### config.mk
export PLATFORM = sky130hd
export DESIGN_NAME = lfsr_gen
export DESIGN_NICKNAME = d
export VERILOG_FILES = /design/src/rtl/lfsr_gen.sv
export SDC_FILE = /design/constraint.sdc
export NUM_CORES = 1
export LEC_CHECK = 0
export BUFFER_PORTS_ARGS = -buffer_cell sky130_fd_sc_hd__buf_2
export CAP_MARGIN = 20
export CORE_ASPECT_RATIO = 1.5
export CORE_MARGIN = 10
export CORE_UTILIZATION = 54
export CTS_CLUSTER_DIAMETER = 100
export DETAILED_ROUTE_END_ITERATION = 6
export PLACE_DENSITY = 0.78
export SETUP_SLACK_MARGIN = 0.3
export SLEW_MARGIN = 15
export SYNTH_ARGS = -nofsm -noshare
export SYNTH_HDL_FRONTEND = slang
export SYNTH_SLANG_ARGS = --single-unit
export TNS_END_PERCENT = 50
### constraint.sdc
create_clock -name clk -period 2.2 [get_ports clk]
set_input_delay 0.11 -clock clk [delete_from_list [all_inputs] [get_ports clk]]
set_output_delay 0.11 -clock clk [all_outputs]
set_load 0.05 [all_outputs]
### src/rtl/lfsr_gen.sv
`default_nettype none
// ============================================================================
// Module   : lfsr_gen
// Purpose  : Parametrised Fibonacci LFSR. It supports seed loading and a
//            zero-seed guard, and it measures the sequence period. It also
//            raises sticky flags for lockup (all-zero state) and for
//            overflow (no return to seed within 2^WIDTH-1 steps).
// Ports    : clk          rising-edge clock
//            rst          synchronous active-high reset (also loads seed)
//            enable       advance one step per cycle
//            load         load seed this cycle (overrides enable)
//            seed         seed value, sampled on rst or load
//            out          current LFSR state
//            feedback     combinational ^(out & TAPS)
//            complete     one-cycle pulse when the state returns to the seed
//            period       length of the last completed period
//            period_valid period holds a measured value
//            seed_err     sticky, last rst/load presented seed==0
//            lockup       sticky, state reached all-zeros
//            overflow     sticky, 2^WIDTH-1 steps without return to seed
// Revision : 1.0 - initial release
// ============================================================================
module lfsr_gen #(
  parameter int               WIDTH        = 7,
  parameter logic [WIDTH-1:0] TAPS         = 7'b1100000,
  parameter logic [WIDTH-1:0] DEFAULT_SEED = 7'b0000001
) (
  input  logic             clk,
  input  logic             rst,
  input  logic             enable,
  input  logic             load,
  input  logic [WIDTH-1:0] seed,
  output logic [WIDTH-1:0] out,
  output logic             feedback,
  output logic             complete,
  output logic [WIDTH-1:0] period,
  output logic             period_valid,
  output logic             seed_err,
  output logic             lockup,
  output logic             overflow
);

  typedef enum logic [0:0] {
    RUN   = 1'b0,
    STUCK = 1'b1
  } state_e;

  localparam logic [WIDTH-1:0] ONE      = {{(WIDTH-1){1'b0}}, 1'b1};
  localparam logic [WIDTH-1:0] CNT_MAX  = {WIDTH{1'b1}};
  localparam logic [WIDTH-1:0] CNT_LAST = CNT_MAX - ONE;

  state_e           state_q, state_d;
  logic [WIDTH-1:0] out_q, out_d;
  logic [WIDTH-1:0] seed_q, seed_d;
  logic [WIDTH-1:0] cnt_q, cnt_d;
  logic [WIDTH-1:0] period_q, period_d;
  logic             pv_q, pv_d;
  logic             complete_q, complete_d;
  logic             seed_err_q, seed_err_d;
  logic             lockup_q, lockup_d;
  logic             overflow_q, overflow_d;

  logic             w_seed_zero;
  logic [WIDTH-1:0] w_seed_eff;
  logic             w_fb;
  logic [WIDTH-1:0] w_next;
  logic             w_wrap;

  assign w_seed_zero = (seed == '0);
  assign w_seed_eff  = w_seed_zero ? DEFAULT_SEED : seed;
  assign w_fb        = ^(out_q & TAPS);
  assign w_next      = {out_q[WIDTH-2:0], w_fb};
  assign w_wrap      = (w_next == seed_q);

  always_comb begin
    state_d    = state_q;
    out_d      = out_q;
    seed_d     = seed_q;
    cnt_d      = cnt_q;
    period_d   = period_q;
    pv_d       = pv_q;
    complete_d = 1'b0;
    seed_err_d = seed_err_q;
    lockup_d   = lockup_q;
    overflow_d = overflow_q;

    if (load) begin
      // Restart from the new seed; the previous measurement stays visible.
      out_d      = w_seed_eff;
      seed_d     = w_seed_eff;
      seed_err_d = w_seed_zero;
      cnt_d      = '0;
      lockup_d   = 1'b0;
      overflow_d = 1'b0;
      state_d    = RUN;
    end else if (enable) begin
      out_d = w_next;
      if (w_wrap && (state_q == RUN)) begin
        complete_d = 1'b1;
        period_d   = cnt_q + ONE;
        pv_d       = 1'b1;
        cnt_d      = '0;
      end else if (cnt_q != CNT_MAX) begin
        cnt_d = cnt_q + ONE;
      end
      // The step that brings the count to 2^WIDTH-1 without wrapping
      // means the sequence cannot be maximal from this seed. Count then
      // saturates at CNT_MAX.
      if (!w_wrap && (cnt_q == CNT_LAST)) begin
        overflow_d = 1'b1;
        state_d    = STUCK;
      end
      if (w_next == '0) begin
        lockup_d = 1'b1;
        state_d  = STUCK;
      end
    end
  end

  always_ff @(posedge clk) begin
    if (rst) begin
      state_q    <= RUN;
      out_q      <= w_seed_eff;
      seed_q     <= w_seed_eff;
      cnt_q      <= '0;
      period_q   <= '0;
      pv_q       <= 1'b0;
      complete_q <= 1'b0;
      seed_err_q <= w_seed_zero;
      lockup_q   <= 1'b0;
      overflow_q <= 1'b0;
    end else begin
      state_q    <= state_d;
      out_q      <= out_d;
      seed_q     <= seed_d;
      cnt_q      <= cnt_d;
      period_q   <= period_d;
      pv_q       <= pv_d;
      complete_q <= complete_d;
      seed_err_q <= seed_err_d;
      lockup_q   <= lockup_d;
      overflow_q <= overflow_d;
    end
  end

  assign out          = out_q;
  assign feedback     = w_fb;
  assign complete     = complete_q;
  assign period       = period_q;
  assign period_valid = pv_q;
  assign seed_err     = seed_err_q;
  assign lockup       = lockup_q;
  assign overflow     = overflow_q;

endmodule
`default_nettype wire

* Word-level counts from Yosys, hierarchy flattened *
Cells that the tools add are included.

storage, ports and cells
  register bits = 34
  word-level logic and storage cells = 47

operators by class
  add/sub/neg operators = 1
  eq/ne operators = 3
  multiplexer cells = 13
  bitwise gates (word level) = 3
  reduce and logical (&&, ||, !) cells = 17

operators with widths
  kind                   count
  $mux W7                8
  $logic_not A7 Y1       2
  $reduce_and A2 Y1      4
  $add A7 B1 Y7 const B  1
  $eq A7 B7 Y1           1
  $eq A7 B7 Y1 const B   1
  $ne A7 B7 Y1 const B   1
  $reduce_xor A7 Y1      1
  $reduce_bool A2 Y1     3
  $mux W1                5
  $not A1 Y1             3
  $reduce_and A3 Y1      1
  $reduce_bool A3 Y1     1
  $reduce_or A3 Y1       1
  $logic_and A1 B1 Y1    2
  $reduce_or A2 Y1       1
  $logic_not A1 Y1       1

* Logic depth before layout (Yosys ltp) *
  depth after elaboration = 6
  gate-level depth with buffers = 7

* Worst setup path before layout *
No wires, ideal clock.

  kind = register -> register
  from = reg out_q[5] (netlist: out[5])
  to = reg state_q
  setup time = 0.120 ns
  data arrival time = 2.090 ns
  data required time = 2.080 ns
  slack = -0.010 ns
  cell stages (with the launch flop) = 5
  path buffers = 1
  clock period less this slack = 2.210 ns
  cell sequence = edfxtp_1 > buf_6 > xor2_1 > nor2_1 > o31a_1

on the way
  longest elaborated chain between the ends = 6
  elaborated cells on any way between the ends = 8

ends and longest elaborated chain
  what                                 line  text
  from (decl)                          53    logic [WIDTH-1:0] out_q, out_d;
  from (signal assigned)               123   out_q <= w_seed_eff;
  from (signal assigned)               134   out_q <= out_d;
  $reduce_xor A7 Y1 (*)                71    assign w_fb = ^(out_q & TAPS);
  via feedback                         34    output logic feedback,
  $eq A7 B7 Y1                         73    assign w_wrap = (w_next == seed_q);
  $logic_not A1 Y1                     109   if (!w_wrap && (cnt_q == CNT_LAST)) begin
  $logic_and A1 B1 Y1                  109
  $reduce_bool A2 Y1 (no source line)  -
  $reduce_and A2 Y1 (no source line)   -
  to (signal assigned)                 133   state_q <= state_d;
  to (decl)                            52    state_e state_q, state_d;

The timed path passes the listed nets; every way through them passes the cells marked *.
A chain may end at the register's enable or synchronous reset.

* Worst setup path after layout *
  from = reg out_q[5] (netlist: out[5])
  to = reg period_q[3] (netlist: period[3])

on the way
  longest elaborated chain between the ends = 4

ends and longest elaborated chain
  what                                    line  text
  $reduce_xor A7 Y1                       71
  $eq A7 B7 Y1 (*)                        73
  $logic_and A1 B1 Y1 (*)                 98    if (w_wrap && (state_q == RUN)) begin
  $reduce_and A3 Y1 (no source line) (*)  -
  to (signal assigned)                    137   period_q <= period_d;
  to (decl)                               56    logic [WIDTH-1:0] period_q, period_d;

Mark *: on every way between the ends. The rest lies on a longest branch, timed or not.

==> summary.md <==
| Metric | Value |
|---|---|
| Clock Sinks | `34` |
| GP Congestion | `0.853` |
| RSZ-0062 raised after global routing | `no` |
| Hold/Removal Path Class | `in2reg` |
| Crit path launch type | `flip-flop` |
| Post-DR vias/cell | `5.43` |
| Synth Net Count | `169` |
| Clock skew | `0.00679 ns` |
| Pwr Total | `1.40 mW` |
| Reg power frac | `0.512` |
| CTS buffer count | `5` |
| Min Tclk post-route | `1.79 ns` |
| Clock power frac | `0.326` |
| FF+latch count, synth | `34` |
| Grt total ovfl | `0` |
| Cells after DPL | `217` |
| Worst-path fanout max | `13` |
| Period utilisation layout | `0.813` |
| Hpwl dp | `2650 um` |
| Nets@finish | `200` |
| Worst r2r src | `out[5]` |
| Pins over their slew limit | `0` |
| CTS tree | `built` |
| Pin count of the biggest net entering global routing | `16` |
| Synth async-reset ratio | `0` |
| Pint | `1.02 mW` |
| Ports | `31` |
| Mapped Area | `1610 sq um` |
| All-Layer GR Usage | `0.129` |
| Mean Syn Cell Area | `10.3 sq um` |
| Root buf cell | `clkbuf_8` |
| WP buf/inv | `1` |
| Final ANT Viol Nets | `0` |
| Most frequent cells in the layout | `buf_2, nand2_1, dfxtp_1, nor2_1, edfxtp_1` |
| Die W | `64.6 um` |
| Switching Fraction | `0.275` |
| Pre-Repair DR Iteration Count | `5` |
| Comb pwr share | `0.162` |
| Crit end category | `flip-flop` |
| CP top delay family | `flip-flops` |
| Sequential-to-total area share from yosys stat | `0.516` |
| Post-route setup slack | `0.411 ns` |
| Dpl ws | `0.380 ns` |
| Syn Inst Count | `156` |
| Endpoints failing setup | `0` |
| VDD IR-drop max | `516 uV` |
| Primary FF master, synth | `dfxtp_1` |
| PD cells | `742 nW/um^2` |
| Vias in the first global route | `1218` |
| Htree depth | `2` |
| CP Launch Point | `out[5]` |
| Fin cells | `227` |
| # DRC | `0` |
| Post-synth EDFFs | `15` |
| Hold Fails Final Rpt | `0` |
| CTS max path bufs | `2` |
| Synth unique cells | `39` |
| Layout cells sized above 1 | `0.298` |
| ANT cells | `0` |
| Row count | `24` |
| Hold Crit Start | `seed[4]` |
| Global-route wire length before repair | `5730 um` |
| 1st-iter DRT viols | `64` |
| Slew of the pin with the lowest slew margin | `0.369 ns` |
| Critical path class | `reg2reg` |
| Max incr delay on CP | `0.48 ns` |
| Leading cell type in the layout, fill and taps excluded | `buf_2` |
| Critical Path AT | `1.96 ns` |
| Antenna violations before repair | `0` |
| Relative slew slack | `0.751` |
| Die H | `86.9 um` |
| Initial Util | `0.559` |
| Core box area | `2880 sq um` |
| Worst Path Required | `2.37 ns` |
| DR WL/cell | `15.4 um` |
| Routed WL | `3490 um` |
| FMAX | `0.559 GHz` |
| Leakage | `0.767 nW` |
| Die Footprint | `5610 sq um` |
| DR vias | `1233` |
| Post-Route Setup TNS | `0 ns` |
| I/O Buffers | `30` |
| Worst-path cell with the longest stage delay | `edfxtp_1` |
| Yosys Warn Count | `0` |
| Max-cap violation count | `0` |
| Status | `complete, no violations` |
| NetSw | `386 uW` |
| Synth-to-Final Area Change | `17.5%` |
| Worst-path cell chain | `xnor3_2 -> nand3_4 -> nor4_4 -> buf_4 -> mux2i_1 -> nor2_1` |
| R2R Setup Slk | `0.41 ns` |
| Clk pin slew, worst setup/hold paths | `0.07 ns` |
| Worst-Skew Late Latency | `0.28 ns` |
[stage by stage]
stage	utilization	hold slack [ns]	cell area (sq um)
floorplan	-	0.277	1620
global placement	0.619	0.317	1790
detailed placement	0.619	0.316	1790
CTS	0.651	0.0210	1880
global route	0.656	0.0201	1890
finish	0.656	0.0320	1890
[metal layers]
metal,wire (um),up-vias,global-route usage
met5,0,-,0
met2,1950,39,0.228
li1,-,604,-
met4,57,0,0.0566
met1,1290,584,0.133
met3,194,6,0.0451
[state kept, by name (all words and copies together) (netlist names)]
| name | count |
|---|---|
| lockup | 1 |
| overflow | 1 |
| out | 7 |
| seed_err | 1 |
| complete | 1 |
| state_q | 1 |
| period_valid | 1 |
| period | 7 |
| seed_q | 7 |
| cnt_q | 7 |
[layout make-up]
class	instances	area, sq um
Clock inverter	1	5.00
Multi-Input combinational cell	106	711
Inverter	4	15.0
Tap cell	39	48.8
Fill cell	230	991
Clock buffer	7	86.3
Timing Repair Buffer	36	195
Sequential cell	34	831
[Yosys cell counts, types with 4 or more instances]
master,instances,area share
nand2_1,25,0.058
dfxtp_1,19,0.24
nor2_1,17,0.040
edfxtp_1,15,0.28
xnor2_1,10,0.054
clkbuf_1,9,0.021
a21oi_1,5,0.016
a211oi_1,4,0.019
a211oi_2,4,0.031
nand3_1,4,0.012
nor3_1,4,0.012
[final timing paths]
check | cells past startpoint | end
setup reg to reg | 6 | period[3]
setup / recovery | 6 | period[3]
hold reg to reg | 1 | period_valid
hold / removal | 1 | seed_q[4]
[cell families (layout without fill, tap and decap cells)]
| group | after synthesis | in the layout | share of synthesized area |
|---|---|---|---|
| AO/OA/AOI/OAI | 23 | 23 | 0.113 |
| XOR/XNOR | 13 | 13 | 0.0800 |
| adder cells (fa/ha/maj) | 2 | 2 | 0.0155 |
| buffers and inverters | 16 | 48 | 0.0474 |
| flip-flops | 34 | 34 | 0.516 |
| multiplexers | 2 | 2 | 0.0132 |
| AND/OR/NAND/NOR | 66 | 66 | 0.214 |
[repair_timing]
action,CTS,global route
resized for setup,0,0
endpoints found under the setup margin,0,5
hold buffers,0,0
buffers inserted,0,2
[power by group through the flow]
stage | Combinational [mW] | Clock [mW] | Sequential (mW)
after detailed placement | 0.222 | 0 | 0.734
after CTS | 0.223 | 0.472 | 0.720
after global placement | 0.219 | 0 | 0.732
after global routing | 0.242 | 0.500 | 0.723
after floorplan | 0.122 | 0 | 0.781
final | 0.228 | 0.457 | 0.719
(Power assumes the default switching activity.)
